`src/rtl/lsu_mem_stage.sv`:
```
// Memory stage of the load/store unit: accepts one request from execute, runs a
// single 64-bit bus transaction, and returns the aligned, extended load data.
module lsu_mem_stage (
  input  logic        clk,
  input  logic        rst,
  input  logic        ex_valid,
  input  logic        ex_load,
  input  logic        ex_store,
  input  logic [1:0]  ex_size,
  input  logic        ex_unsigned,
  input  logic [63:0] ex_addr,
  input  logic [63:0] ex_wdata,
  output logic        lsu_busy,
  output logic        mem_done,
  output logic [63:0] mem_rdata,
  output logic        lsu_misalign,
  output logic        bus_req,
  output logic        bus_we,
  output logic [63:0] bus_addr,
  output logic [63:0] bus_wdata,
  output logic [7:0]  bus_wstrb,
  input  logic        bus_ack,
  input  logic [63:0] bus_rdata
);

  localparam logic [1:0] S_IDLE = 2'd0;
  localparam logic [1:0] S_REQ  = 2'd1;
  localparam logic [1:0] S_DONE = 2'd2;

  logic [1:0]  state;
  logic        req_load;
  logic [1:0]  req_size;
  logic        req_unsigned;
  logic [2:0]  req_off;

  logic        start;
  logic        is_store;
  logic        aligned;
  logic [7:0]  strb_base;
  logic [63:0] size_mask;
  logic [7:0]  store_strb;
  logic [63:0] store_data;
  logic [63:0] rd_shift;
  logic [63:0] load_ext;

  assign start    = ex_valid & (ex_load | ex_store);
  // A request with both type bits set is treated as a load.
  assign is_store = ex_store & ~ex_load;

  // NOTE: every always_comb output gets a default first so no latch is inferred.
  always_comb begin
    aligned   = 1'b1;
    strb_base = 8'h01;
    case (ex_size)
      2'b00: begin aligned = 1'b1;                  strb_base = 8'h01; end
      2'b01: begin aligned = ~ex_addr[0];           strb_base = 8'h03; end
      2'b10: begin aligned = (ex_addr[1:0] == 2'b0); strb_base = 8'h0F; end
      default: begin aligned = (ex_addr[2:0] == 3'b0); strb_base = 8'hFF; end
    endcase
  end

  always_comb begin
    size_mask = '0;
    for (int i = 0; i < 8; i++) size_mask[8*i +: 8] = {8{strb_base[i]}};
  end

  assign store_strb = strb_base << ex_addr[2:0];
  // Bytes beyond the access size are cleared so only the strobed lanes carry data.
  assign store_data = (ex_wdata & size_mask) << {ex_addr[2:0], 3'b000};

  assign rd_shift = bus_rdata >> {req_off, 3'b000};

  always_comb begin
    load_ext = rd_shift;
    case (req_size)
      2'b00: load_ext = req_unsigned ? {56'b0, rd_shift[7:0]}
                                     : {{56{rd_shift[7]}}, rd_shift[7:0]};
      2'b01: load_ext = req_unsigned ? {48'b0, rd_shift[15:0]}
                                     : {{48{rd_shift[15]}}, rd_shift[15:0]};
      2'b10: load_ext = req_unsigned ? {32'b0, rd_shift[31:0]}
                                     : {{32{rd_shift[31]}}, rd_shift[31:0]};
      default: load_ext = rd_shift;
    endcase
  end

  assign lsu_busy = (state != S_IDLE);
  assign mem_done = (state == S_DONE);

  // NOTE: sequential state uses non-blocking assignments so all registers update together.
  always_ff @(posedge clk) begin
    if (!rst) begin
      state        <= S_IDLE;
      req_load     <= 1'b0;
      req_size     <= 2'b0;
      req_unsigned <= 1'b0;
      req_off      <= 3'b0;
      lsu_misalign <= 1'b0;
      mem_rdata    <= '0;
      bus_req      <= 1'b0;
      bus_we       <= 1'b0;
      bus_addr     <= '0;
      bus_wdata    <= '0;
      bus_wstrb    <= '0;
    end else begin
      lsu_misalign <= 1'b0;
      case (state)
        S_IDLE: begin
          if (start) begin
            if (aligned) begin
              state        <= S_REQ;
              req_load     <= ~is_store;
              req_size     <= ex_size;
              req_unsigned <= ex_unsigned;
              req_off      <= ex_addr[2:0];
              bus_req      <= 1'b1;
              bus_we       <= is_store;
              bus_addr     <= {ex_addr[63:3], 3'b000};
              bus_wdata    <= is_store ? store_data : 64'b0;
              bus_wstrb    <= is_store ? store_strb : 8'b0;
            end else begin
              lsu_misalign <= 1'b1;
            end
          end
        end
        S_REQ: begin
          if (bus_ack) begin
            state     <= S_DONE;
            bus_req   <= 1'b0;
            bus_we    <= 1'b0;
            bus_wstrb <= 8'b0;
            mem_rdata <= req_load ? load_ext : 64'b0;
          end
        end
        default: state <= S_IDLE;
      endcase
    end
  end

endmodule

```
`config.mk`:
```
export PLATFORM = sky130hd
export DESIGN_NAME = lsu_mem_stage
export DESIGN_NICKNAME = d
export VERILOG_FILES = /design/src/rtl/lsu_mem_stage.sv
export SDC_FILE = /design/constraint.sdc
export NUM_CORES = 1
export LEC_CHECK = 0
export CORE_AREA = 2 2 156 158
export DETAILED_ROUTE_END_ITERATION = 12
export DIE_AREA = 0 0 158 160
export HOLD_SLACK_MARGIN = 0.02
export MAX_ROUTING_LAYER = met4
export PLACE_DENSITY_LB_ADDON = 0.12
export SYNTH_ARGS = -nofsm -noshare
export SYNTH_HDL_FRONTEND = slang
export SYNTH_SLANG_ARGS = --single-unit
```
`constraint.sdc`:
```
create_clock -name clk -period 6.2 [get_ports clk]
set_clock_uncertainty 0.2 [all_clocks]
set_input_delay 1.24 -clock clk [delete_from_list [all_inputs] [get_ports clk]]
set_output_delay 1.24 -clock clk [all_outputs]
set_load 0.05 [all_outputs]
```
==> qor.yml <==
die_y_um: 160
path_clk_slew_ps: 60
hold_start: "bus_addr[48]"
startpoint_type: "input pin"
ys_ff_latch: 209
cts_hold_buffers: 0
portBuffers: 402
drt-initial-drc-count: 939
areaGrowthSynthToFinish_pct: 46.7
async_flop_share_pct: 0
rsz0062_at_grt: "false"
die_x_um: 158
grt-ovfl-total: 0
netlist_instances: 1251
num_rows: 57
tightest_slew_ps: 1110
ctsHtreeMaxLevel: 1
pre_cts_ws_ps: 1850
fin_nets: 1780
run_status: "complete, no violations"
num_io_pins: 406
finalSetupTns_ps: 0
fillerInstances: 2151
yosysTopAreaCell: "dfxtp_1"
holdCritPathClass: "flip-flop to flip-flop"
antenna_found_initial: 2
fmax_mhz: 258
grtUsageTotal_pct: 30.9
whs_path_depth: 2
required_ps: 6460
setup_viol: 0
synthTopCellsByArea: "dfxtp_1 (40%), nand2_1 (8.6%), mux2i_1 (6.1%), a21oi_1 (4.8%), o21ai_0 (4.0%)"
cts_tree: "done"
ys.flop_type: "dfxtp_1"
die-area_um2: 25300
netlist-cell-type-count: 54
rrSetupSlack_ps: 3380
synthesis.area_um2: 10500
insertion_delay_ps: 520
cellPowerDensity_nw_per_um2: 230
synth_edf_count: 0
syn_area_per_cell_um2: 8.39
floorplan.initialDensity_pct: 44.1
drive_gt1_share_pct: 8.28
dp_hpwl_mm: 29.0
reg2reg_depth: 6
drt-pass1-iter-count: 6
antenna_left: 0
drc: 0
route.final.wire_length_mm: 40.1
finalCritPeriodShare_pct: 62.4
cts_buffers: 24
critPathKind: "input pin to flip-flop"
wl_per_cell_um: 20.9
setup_slack_ps: 2330
post_cts_buffers: 0
rr_endpoint: "mem_rdata[11]"
yosys-top-cells-count: "nand2_1 (240), dfxtp_1 (209), a21oi_1 (101), o21ai_0 (83), clkbuf_1 (80)"
path_max_fanout: 36
fin_crit_ps: 3870
grt_pass1_vias: 10377
synth.most_common_cell: "nand2_1"
cts_resized: 0
grt_max_degree: 101
cts.path.max_buffers: 3
gp_congestion: 0.977
viasPerCell: 5.69
yosysWarnings: 0
slew_headroom_pct: 26.2
synth_top_area_share_pct: 39.9
maxCapViolCount: 0
clock-sinks: 209
grt_pass1_wl_mm: 59.6
maxSlewViolCount: 0
fp.coreArea_um2: 23800
hold_viol_final: 0
peakVddDrop_mv: 0.229
rr_startpoint: "req_off[1]"
p_leak_nw: 5.37
ys_seq_area_share_pct: 39.9
hold-path-endpoint: "bus_addr[48]"
crit_start: "ex_size[1]"
endpoint_kind: "flip-flop"
vias: 10925
root_buffer: "clkbuf_16"
crit_arrival_ps: 4130
[critical path, cell delays in order]
cell and delay (ps):
clkdlybuf4s50_1 470, buf_4 360, inv_1 150, o21ai_0 430
nor2_4 80, nor2_2 770, buf_4 410, a22o_1 190
[cell type report]
| class | instances | area, um2 | share of cell area, % |
|---|---|---|---|
| Clock buffer | 34 | 698 | 4.54 |
| Antenna cell | 2 | 5.00 | 0.0325 |
| Timing Repair Buffer | 416 | 4120 | 26.8 |
| Tap cell | 324 | 405 | 2.63 |
| Inverter | 10 | 38.8 | 0.252 |
| Clock inverter | 7 | 125 | 0.813 |
| Multi-Input combinational cell | 918 | 5810 | 37.8 |
| Sequential cell | 209 | 4190 | 27.2 |
[cells in the final DEF (no fill, tap or decap), types with 4 or more instances in the layout]
cell             count
nand3_1             20
a21oi_1            101
o2bb2ai_1           14
a22o_1              24
nor2b_1             13
nand2_1            239
inv_1                5
a2bb2oi_1           15
a32oi_1             10
o22ai_1             16
clkbuf_16           24
mux4_2              10
o21ai_0             83
o31ai_2             11
a22oi_1             47
a31oi_1              9
o221a_2              4
a211oi_1             9
nor3_1              10
mux2_2              34
nor2_1              73
o21a_1               6
a31o_2               6
dfxtp_1            207
buf_4               14
a221oi_1             4
clkbuf_8             6
nand2b_1             6
and2_1              19
clkbuf_1             4
mux2i_1             64
a221o_1             27
a32o_1               8
o221ai_1             7
clkdlybuf4s50_1    400
[layer usage]
metal,global-route usage (%),share of wire [%]
met4,10.6,3.4
met1,38.5,40
met5,-,0
met3,5.35,8.1
met2,50.6,48
[stage by stage]
stage / instance area, um2 / power (W) / std cells / util [%] / hold slack (ps)
2_1_floorplan: 10500 / 0.00180 / 1253 / - / 269
3_3_place_gp: 14600 / 0.00209 / 1877 / 61.1 / 238
3_5_place_dp: 14600 / 0.00209 / 1877 / 61.1 / 245
4_1_cts: 15400 / 0.00356 / 1918 / 64.6 / 253
5_1_grt: 15400 / 0.00366 / 1920 / 64.6 / 263
6_report: 15400 / 0.00354 / 1920 / 64.6 / 250
[sequential cells by signal, summed over array words and instances, names as in the netlist]
signal,flops
bus_wdata,64
mem_rdata,64
bus_addr,61
bus_wstrb,8
req_off,3
req_size,2
state,2
bus_req,1
bus_we,1
lsu_misalign,1
req_load,1
req_unsigned,1
[worst max-delay path by stage]
stage / end / slack (ps) / cells past startpoint
CTS: bus_wdata[63] / 2380 / 7
global route: bus_wdata[52] / 2110 / 7
global placement: bus_wdata[42] / 1960 / 8
finish: bus_wdata[46] / 2330 / 8
detailed placement: bus_wdata[63] / 1850 / 7
floorplan: bus_wdata[33] / 3220 / 7
[power by group]
part           total, W  switching (W)  internal [W]
clock network   0.00147       0.000565      0.000905
registers       0.00139      0.0000164       0.00137
logic          0.000687       0.000404      0.000283
total           0.00354       0.000985       0.00256
[kinds of logic (layout without fill, tap and decap cells)]
kind of cell	after synthesis	in the layout	share of synthesized area (%)
AOI/OAI and AO/OA	411	411	27.3
and+or+nand+nor	396	396	15.8
DFF	209	209	39.9
buffers and inverters	126	467	5.04
muxes	108	108	11.9
other	1	5	0.0357
Power figures use the tool's default switching activity.
